$ cat src/rtl/bus_arbiter4.sv
// -----------------------------------------------------------------------------
// bus_arbiter4
//
// Round-robin owner arbiter for the shared 32-bit datapath bus. It drives the
// select/enable pins of the 4-to-1 bus multiplexer and guarantees at least one
// idle (undriven) cycle between consecutive owners. A hold counter forcibly
// releases an owner that keeps the bus for MAX_HOLD consecutive cycles.
//
// Parameters:
//   MAX_HOLD  maximum consecutive cycles one owner may hold the bus (1..255)
//
// Ports:
//   clk      in   1  system clock, rising edge active
//   rst_n    in   1  asynchronous active-low reset
//   req      in   4  level-sensitive bus request, bit i = source i
//   done     in   4  end-of-transfer, only the current owner's bit is honoured
//   select   out  2  mux select, binary index of the current owner
//   enable   out  1  mux output enable, high only while a source owns the bus
//   grant    out  4  one-hot grant, 1 << select while enable is high, else 0
//   busy     out  1  copy of enable for the control unit
//   timeout  out  1  one-cycle pulse after a release forced by MAX_HOLD
// -----------------------------------------------------------------------------
module bus_arbiter4 #(
    parameter int MAX_HOLD = 15
) (
    input  logic       clk,
    input  logic       rst_n,
    input  logic [3:0] req,
    input  logic [3:0] done,
    output logic [1:0] select,
    output logic       enable,
    output logic [3:0] grant,
    output logic       busy,
    output logic       timeout
);

    // Counter just wide enough to reach MAX_HOLD.
    localparam int CNT_W = (MAX_HOLD < 2) ? 1 : $clog2(MAX_HOLD + 1);
    localparam logic [CNT_W-1:0] HOLD_LIM = CNT_W'(MAX_HOLD);

    typedef enum logic {
        IDLE = 1'b0,
        OWN  = 1'b1
    } state_t;

    state_t           state;
    state_t           state_n;
    logic [1:0]       owner_n;
    logic [1:0]       ptr;
    logic [1:0]       ptr_n;
    logic [CNT_W-1:0] cnt;
    logic [CNT_W-1:0] cnt_n;
    logic             enable_n;
    logic [3:0]       grant_n;
    logic             timeout_n;

    logic             rel_done;
    logic             rel_drop;
    logic             rel_hold;

    // First set request bit searching ptr, ptr+1, ptr+2, ptr+3 (mod 4).
    function automatic logic [1:0] rr_pick(input logic [3:0] r, input logic [1:0] p);
        logic [1:0] idx;
        logic [1:0] pick;
        logic       found;
        pick  = p;
        found = 1'b0;
        for (int i = 0; i < 4; i++) begin
            idx = p + 2'(i);
            if (!found && r[idx]) begin
                pick  = idx;
                found = 1'b1;
            end
        end
        return pick;
    endfunction

    // The select register doubles as the owner index; it keeps its last value
    // while idle, which is harmless because enable gates the mux.
    assign rel_done = done[select];
    assign rel_drop = ~req[select];
    assign rel_hold = (cnt == HOLD_LIM);

    // Next-state and next-output logic.
    always_comb begin
        state_n   = state;
        owner_n   = select;
        ptr_n     = ptr;
        cnt_n     = cnt;
        timeout_n = 1'b0;

        case (state)
            IDLE: begin
                // Requests are sampled only here, which both enforces the
                // turnaround cycle and gives the round-robin its fairness.
                if (|req) begin
                    state_n = OWN;
                    owner_n = rr_pick(req, ptr);
                    cnt_n   = CNT_W'(1);
                end
            end
            OWN: begin
                if (rel_done || rel_drop || rel_hold) begin
                    state_n   = IDLE;
                    ptr_n     = select + 2'd1;
                    cnt_n     = '0;
                    // A forced release only counts when the owner had not
                    // finished on its own in the same cycle.
                    timeout_n = rel_hold && !rel_done && !rel_drop;
                end else begin
                    cnt_n = cnt + CNT_W'(1);
                end
            end
            default: begin
                state_n = IDLE;
            end
        endcase

        enable_n = (state_n == OWN);
        grant_n  = enable_n ? (4'b0001 << owner_n) : 4'b0000;
    end

    // State and registered outputs.
    always_ff @(posedge clk or negedge rst_n) begin
        if (!rst_n) begin
            state   <= IDLE;
            ptr     <= 2'd0;
            cnt     <= '0;
            select  <= 2'd0;
            enable  <= 1'b0;
            grant   <= 4'b0000;
            timeout <= 1'b0;
        end else begin
            state   <= state_n;
            ptr     <= ptr_n;
            cnt     <= cnt_n;
            select  <= owner_n;
            enable  <= enable_n;
            grant   <= grant_n;
            timeout <= timeout_n;
        end
    end

    assign busy = enable;

endmodule

$ cat config.mk
export PLATFORM = sky130hd
export DESIGN_NAME = bus_arbiter4
export DESIGN_NICKNAME = d
export VERILOG_FILES = /design/src/rtl/bus_arbiter4.sv
export SDC_FILE = /design/constraint.sdc
export NUM_CORES = 1
export LEC_CHECK = 0
export CAP_MARGIN = 40
export CORE_MARGIN = 4
export CORE_UTILIZATION = 50
export DETAILED_ROUTE_END_ITERATION = 16
export PLACE_DENSITY_LB_ADDON = 0.25
export SLEW_MARGIN = 40
export SYNTH_ARGS = -nofsm -noshare
export SYNTH_HDL_FRONTEND = slang
export SYNTH_SLANG_ARGS = --single-unit
$ cat constraint.sdc
create_clock -name clk -period 4.3 [get_ports clk]
set_clock_uncertainty 0.05 [all_clocks]
set_input_delay 0.86 -clock clk [delete_from_list [all_inputs] [get_ports clk]]
set_output_delay 0.86 -clock clk [all_outputs]
set_load 0.02 [all_outputs]
# Yosys cells after proc, flatten, opt, wreduce, memory -nomap -nowiden
# Index checks and enable logic that the tools add are counted.
# totals
regBits	14
inputBits	10
output_inout_bits	9
elab_cells	69
# op_classes
addsub	5
n_lt_le_gt_ge	5
eq_ne	2
shift	1
muxes	35
bitwise	2
n_reduce_logical	13
# ops
cell	n
1-bit 2-to-1 mux	19
2-bit by 3-bit < comparator with 1-bit output, second input constant	5
1-bit binary-select mux with 2-bit select	6
4-bit 2-to-1 mux	3
2-bit 2-to-1 mux	5
4-bit one-hot mux with 2 select lines	1
1-bit logical AND	5
2-bit by 1-bit adder with 2-bit output, second input constant	2
2-bit adder, second input constant	2
4-bit by 1-bit adder with 4-bit output, second input constant	1
4-bit equality test, second input constant	1
1-bit logical NOT	4
4-bit OR reduction	1
1-bit by 2-bit left shift with 4-bit output, first input constant	1
1-bit logical OR	2
2-bit != test, second input constant	1
1-bit inverter	2
1-bit one-hot mux with 2 select lines	1
2-bit AND reduction	1

# Depth between registers and ports, before layout
# logic_depth
depth_word	22
mapped_depth	6
mapped_depth_nobuf	6

# Least setup slack after synthesis
# Ideal clock, no wire load.
# synth_path
path_type	input -> register
start	input req[1]
end	register ptr[1]
setup_time_ps	125
arrival_ps	1856
t_required_ps	4125
slack_ps	2269
path_stages	5
path_buffers	0
path_cell_list	and4bb_1 > a31oi_2 > a21oi_4 > nor2b_4 > mux2_4
# synth_between
elab_chain_len	6
# synth_rtl
element	line	rtl
from (decl)	28	input logic [3:0] req,
1-bit binary-select mux with 2-bit select	81	assign rel_drop = ~req[select];
1-bit 2-to-1 mux (not written as such)	81	
1-bit inverter	81	
1-bit logical OR (2 in a row)	103	if (rel_done || rel_drop || rel_hold) begin
2-bit AND reduction (no source line)	-	
to (signal assigned)	135	ptr <= ptr_n;
to (decl)	49	logic [1:0] ptr;
# No other way between the ends. The select of a mux whose other input is x is not followed.
# A chain may end at the register's enable or synchronous reset.

==> results.sh <==
export IMPL_outcome="complete, no violations"
export IMPL_grt_pass1_vias=561
export IMPL_start_kind="flop"
export IMPL_grt_pass1_wl_um=2550
export IMPL_synth_area_um2=783
export IMPL_routedWlPerCell_um=14.2
export IMPL_areaGrowthSynthToFinish_pct=28.8
export IMPL_final_cell_mix="clkdlybuf4s50_1, dfrtp_1, nor2_1, nor2b_1, o21ai_1"
export IMPL_slew_headroom=0.593
export IMPL_crit_path_cell_trace="clkdlybuf4s50_1"
export IMPL_core_rowCount=14
export IMPL_num_vias=640
export IMPL_cts_tree="done"
export IMPL_async_flop_share=1.00
export IMPL_post_cts_resized=0
export IMPL_synth_cell_types=37
export IMPL_drt_iter0_markers=8
export IMPL_hold_viol_final=0
export IMPL_grt_setup_unrepaired="no"
export IMPL_arrival_ns=1.64
export IMPL_dieWidth_um=47.6
export IMPL_fill_cells=118
export IMPL_critPathMaxFanout=15
export IMPL_ios=19
export IMPL_p_per_area_nw_per_um2=667
export IMPL_drt_vias_per_instance=5.71
export IMPL_syn_instance_count=76
export IMPL_initial_utilization=0.526
export IMPL_synth_top_area_share=0.447
export IMPL_yosysWarnings=0
export IMPL_gp_congestion=0.851
export IMPL_core_region_area_um2=1490
export IMPL_p_leak_uw=0.000430
export IMPL_crit_path_end_kind="output pin"
export IMPL_finalWorstSetupSlack_ns=1.75
export IMPL_fin_crit_sh=0.592
export IMPL_antenna_found_initial=0
export IMPL_maxCapViolations=0
export IMPL_cts_inserted_buffers=3
export IMPL_place_ws_ns=1.60
export IMPL_cpLargestDelayFamily="buffers and inverters"
export IMPL_drv_slew=0
export IMPL_drive_gt1_frac=0.125
export IMPL_cts_setup_buffers=0
export IMPL_ff2ff_setup_slack_ns=2.56
export IMPL_die_height_um=47.6
export IMPL_clk_path_buf_depth=2
export IMPL_ys_ff_latch=14
export IMPL_antenna_cells=0
export IMPL_grt_total_usage=0.165
export IMPL_ys_flop_type="dfrtp_1"
export IMPL_nNetsFinal=108
export IMPL_holdBufCountCts=0
export IMPL_grt_max_degree=16
export IMPL_cpPeakStageDelay_ns=0.70
export IMPL_crit_cells=1
export IMPL_period_needed_ns=2.55
export IMPL_portBuffers=18
export IMPL_hold_class="flop to flop"
export IMPL_ys_seq_area_frac=0.447
export IMPL_crit_slowest_cell="clkdlybuf4s50_1"
export IMPL_path_buf_inv=1
export IMPL_drc=0
export IMPL_tightest_slew_ns=0.608
export IMPL_max_freq_mhz=393
export IMPL_clock_sinks=14
export IMPL_avgSynthCellArea_um2=10.3
export IMPL_r2r_cells=5
export IMPL_drtPass1Iterations=5
export IMPL_final_common_cell="clkdlybuf4s50_1"
export IMPL_tns_ns=0
export IMPL_fin_util=0.677
export IMPL_hold_path_depth=1
export IMPL_clockRootBuffer="clkbuf_4"
export IMPL_hpwlAfterDp_um=1190
export IMPL_clkTransAtPathRegs_ns=0.09
export IMPL_wl_um=1590
export IMPL_die_area_um2=2260
export IMPL_clk_latency_ns=0.29
export IMPL_antenna_left=0
export IMPL_synthTopCellsByArea="dfrtp_1, nor2b_1, nor2_1"
export IMPL_crit_required_ns=3.39
export IMPL_yosys_area_top_type="dfrtp_1"
export IMPL_worstSetupPathType="flop to output pin"
export IMPL_synth_edff_count=0
export IMPL_syn_nets=87
export IMPL_grt_ovfl_total=0
export IMPL_ir_worst_vdd_uv=443
export IMPL_htree_levels=1
export IMPL_finalSetupViolCount=0
-- through the flow --
stage	cell area, um^2	hold WS [ns]	cells	power (uW)
final	1010	0.457	112	672
after global routing	1010	0.508	112	721
after CTS	1010	0.465	112	673
after detailed placement	972	0.453	108	577
after global placement	972	0.455	108	572
after floorplan	783	0.423	76	466
-- path summary, 6_finish.rpt --
| kind | start | to |
|---|---|---|
| max | state | busy |
| min | cnt[2] | cnt[2] |
| max reg2reg | select[0] | ptr[1] |
| min reg2reg | cnt[2] | cnt[2] |
| max in group asynchronous | rst_n | select[0] |
| min in group asynchronous | rst_n | cnt[3] |
-- per-layer routing --
metal,GRT usage,wire length [um],vias to the layer above
met2,0.230,703,16
li1,-,-,318
met5,0,0,-
met4,0.0806,21,0
met3,0.0602,103,4
met1,0.224,765,302
-- flip-flops by register name, summed over array words and instances (netlist names) --
name and flops:
cnt 4, grant 4, ptr 2, select 2, state 1, timeout 1
-- synth_stat cells (2+ instances only) --
cell and instances:
inv_1 3, nand3_1 2, o21ai_0 3, dfrtp_1 14
a31oi_1 2, o21ai_1 4, nor2_1 9, nand2_1 3
o21bai_1 2, nor2b_1 7
-- report_power, final --
part	switching [uW]	internal, uW
Combinational	165	165
Sequential	64.9	179
Clock	46.7	51.6
-- final cells by class --
type                       count  area [um^2]  share of cell area
tap                           16         20.0              0.0199
inverter                       3         11.3              0.0112
timing repair buffer          18          180               0.179
multi-input combinational     57          410               0.407
clock buffer                   4         36.3              0.0360
sequential                    14          350               0.347
-- cell families (layout without fill, tap and decap cells) --
group | count (synthesis) | in the layout | share of synthesized area
xor gates and xnor gates | 1 | 1 | 0.0112
muxes | 2 | 2 | 0.0319
and+or+nand+nor | 30 | 30 | 0.240
DFF | 14 | 14 | 0.447
AOI/OAI and AO/OA | 23 | 23 | 0.225
buffers and inverters | 5 | 25 | 0.0288
adders and majority gates | 1 | 1 | 0.0160
No activity file was read; power rests on OpenSTA's default activity.
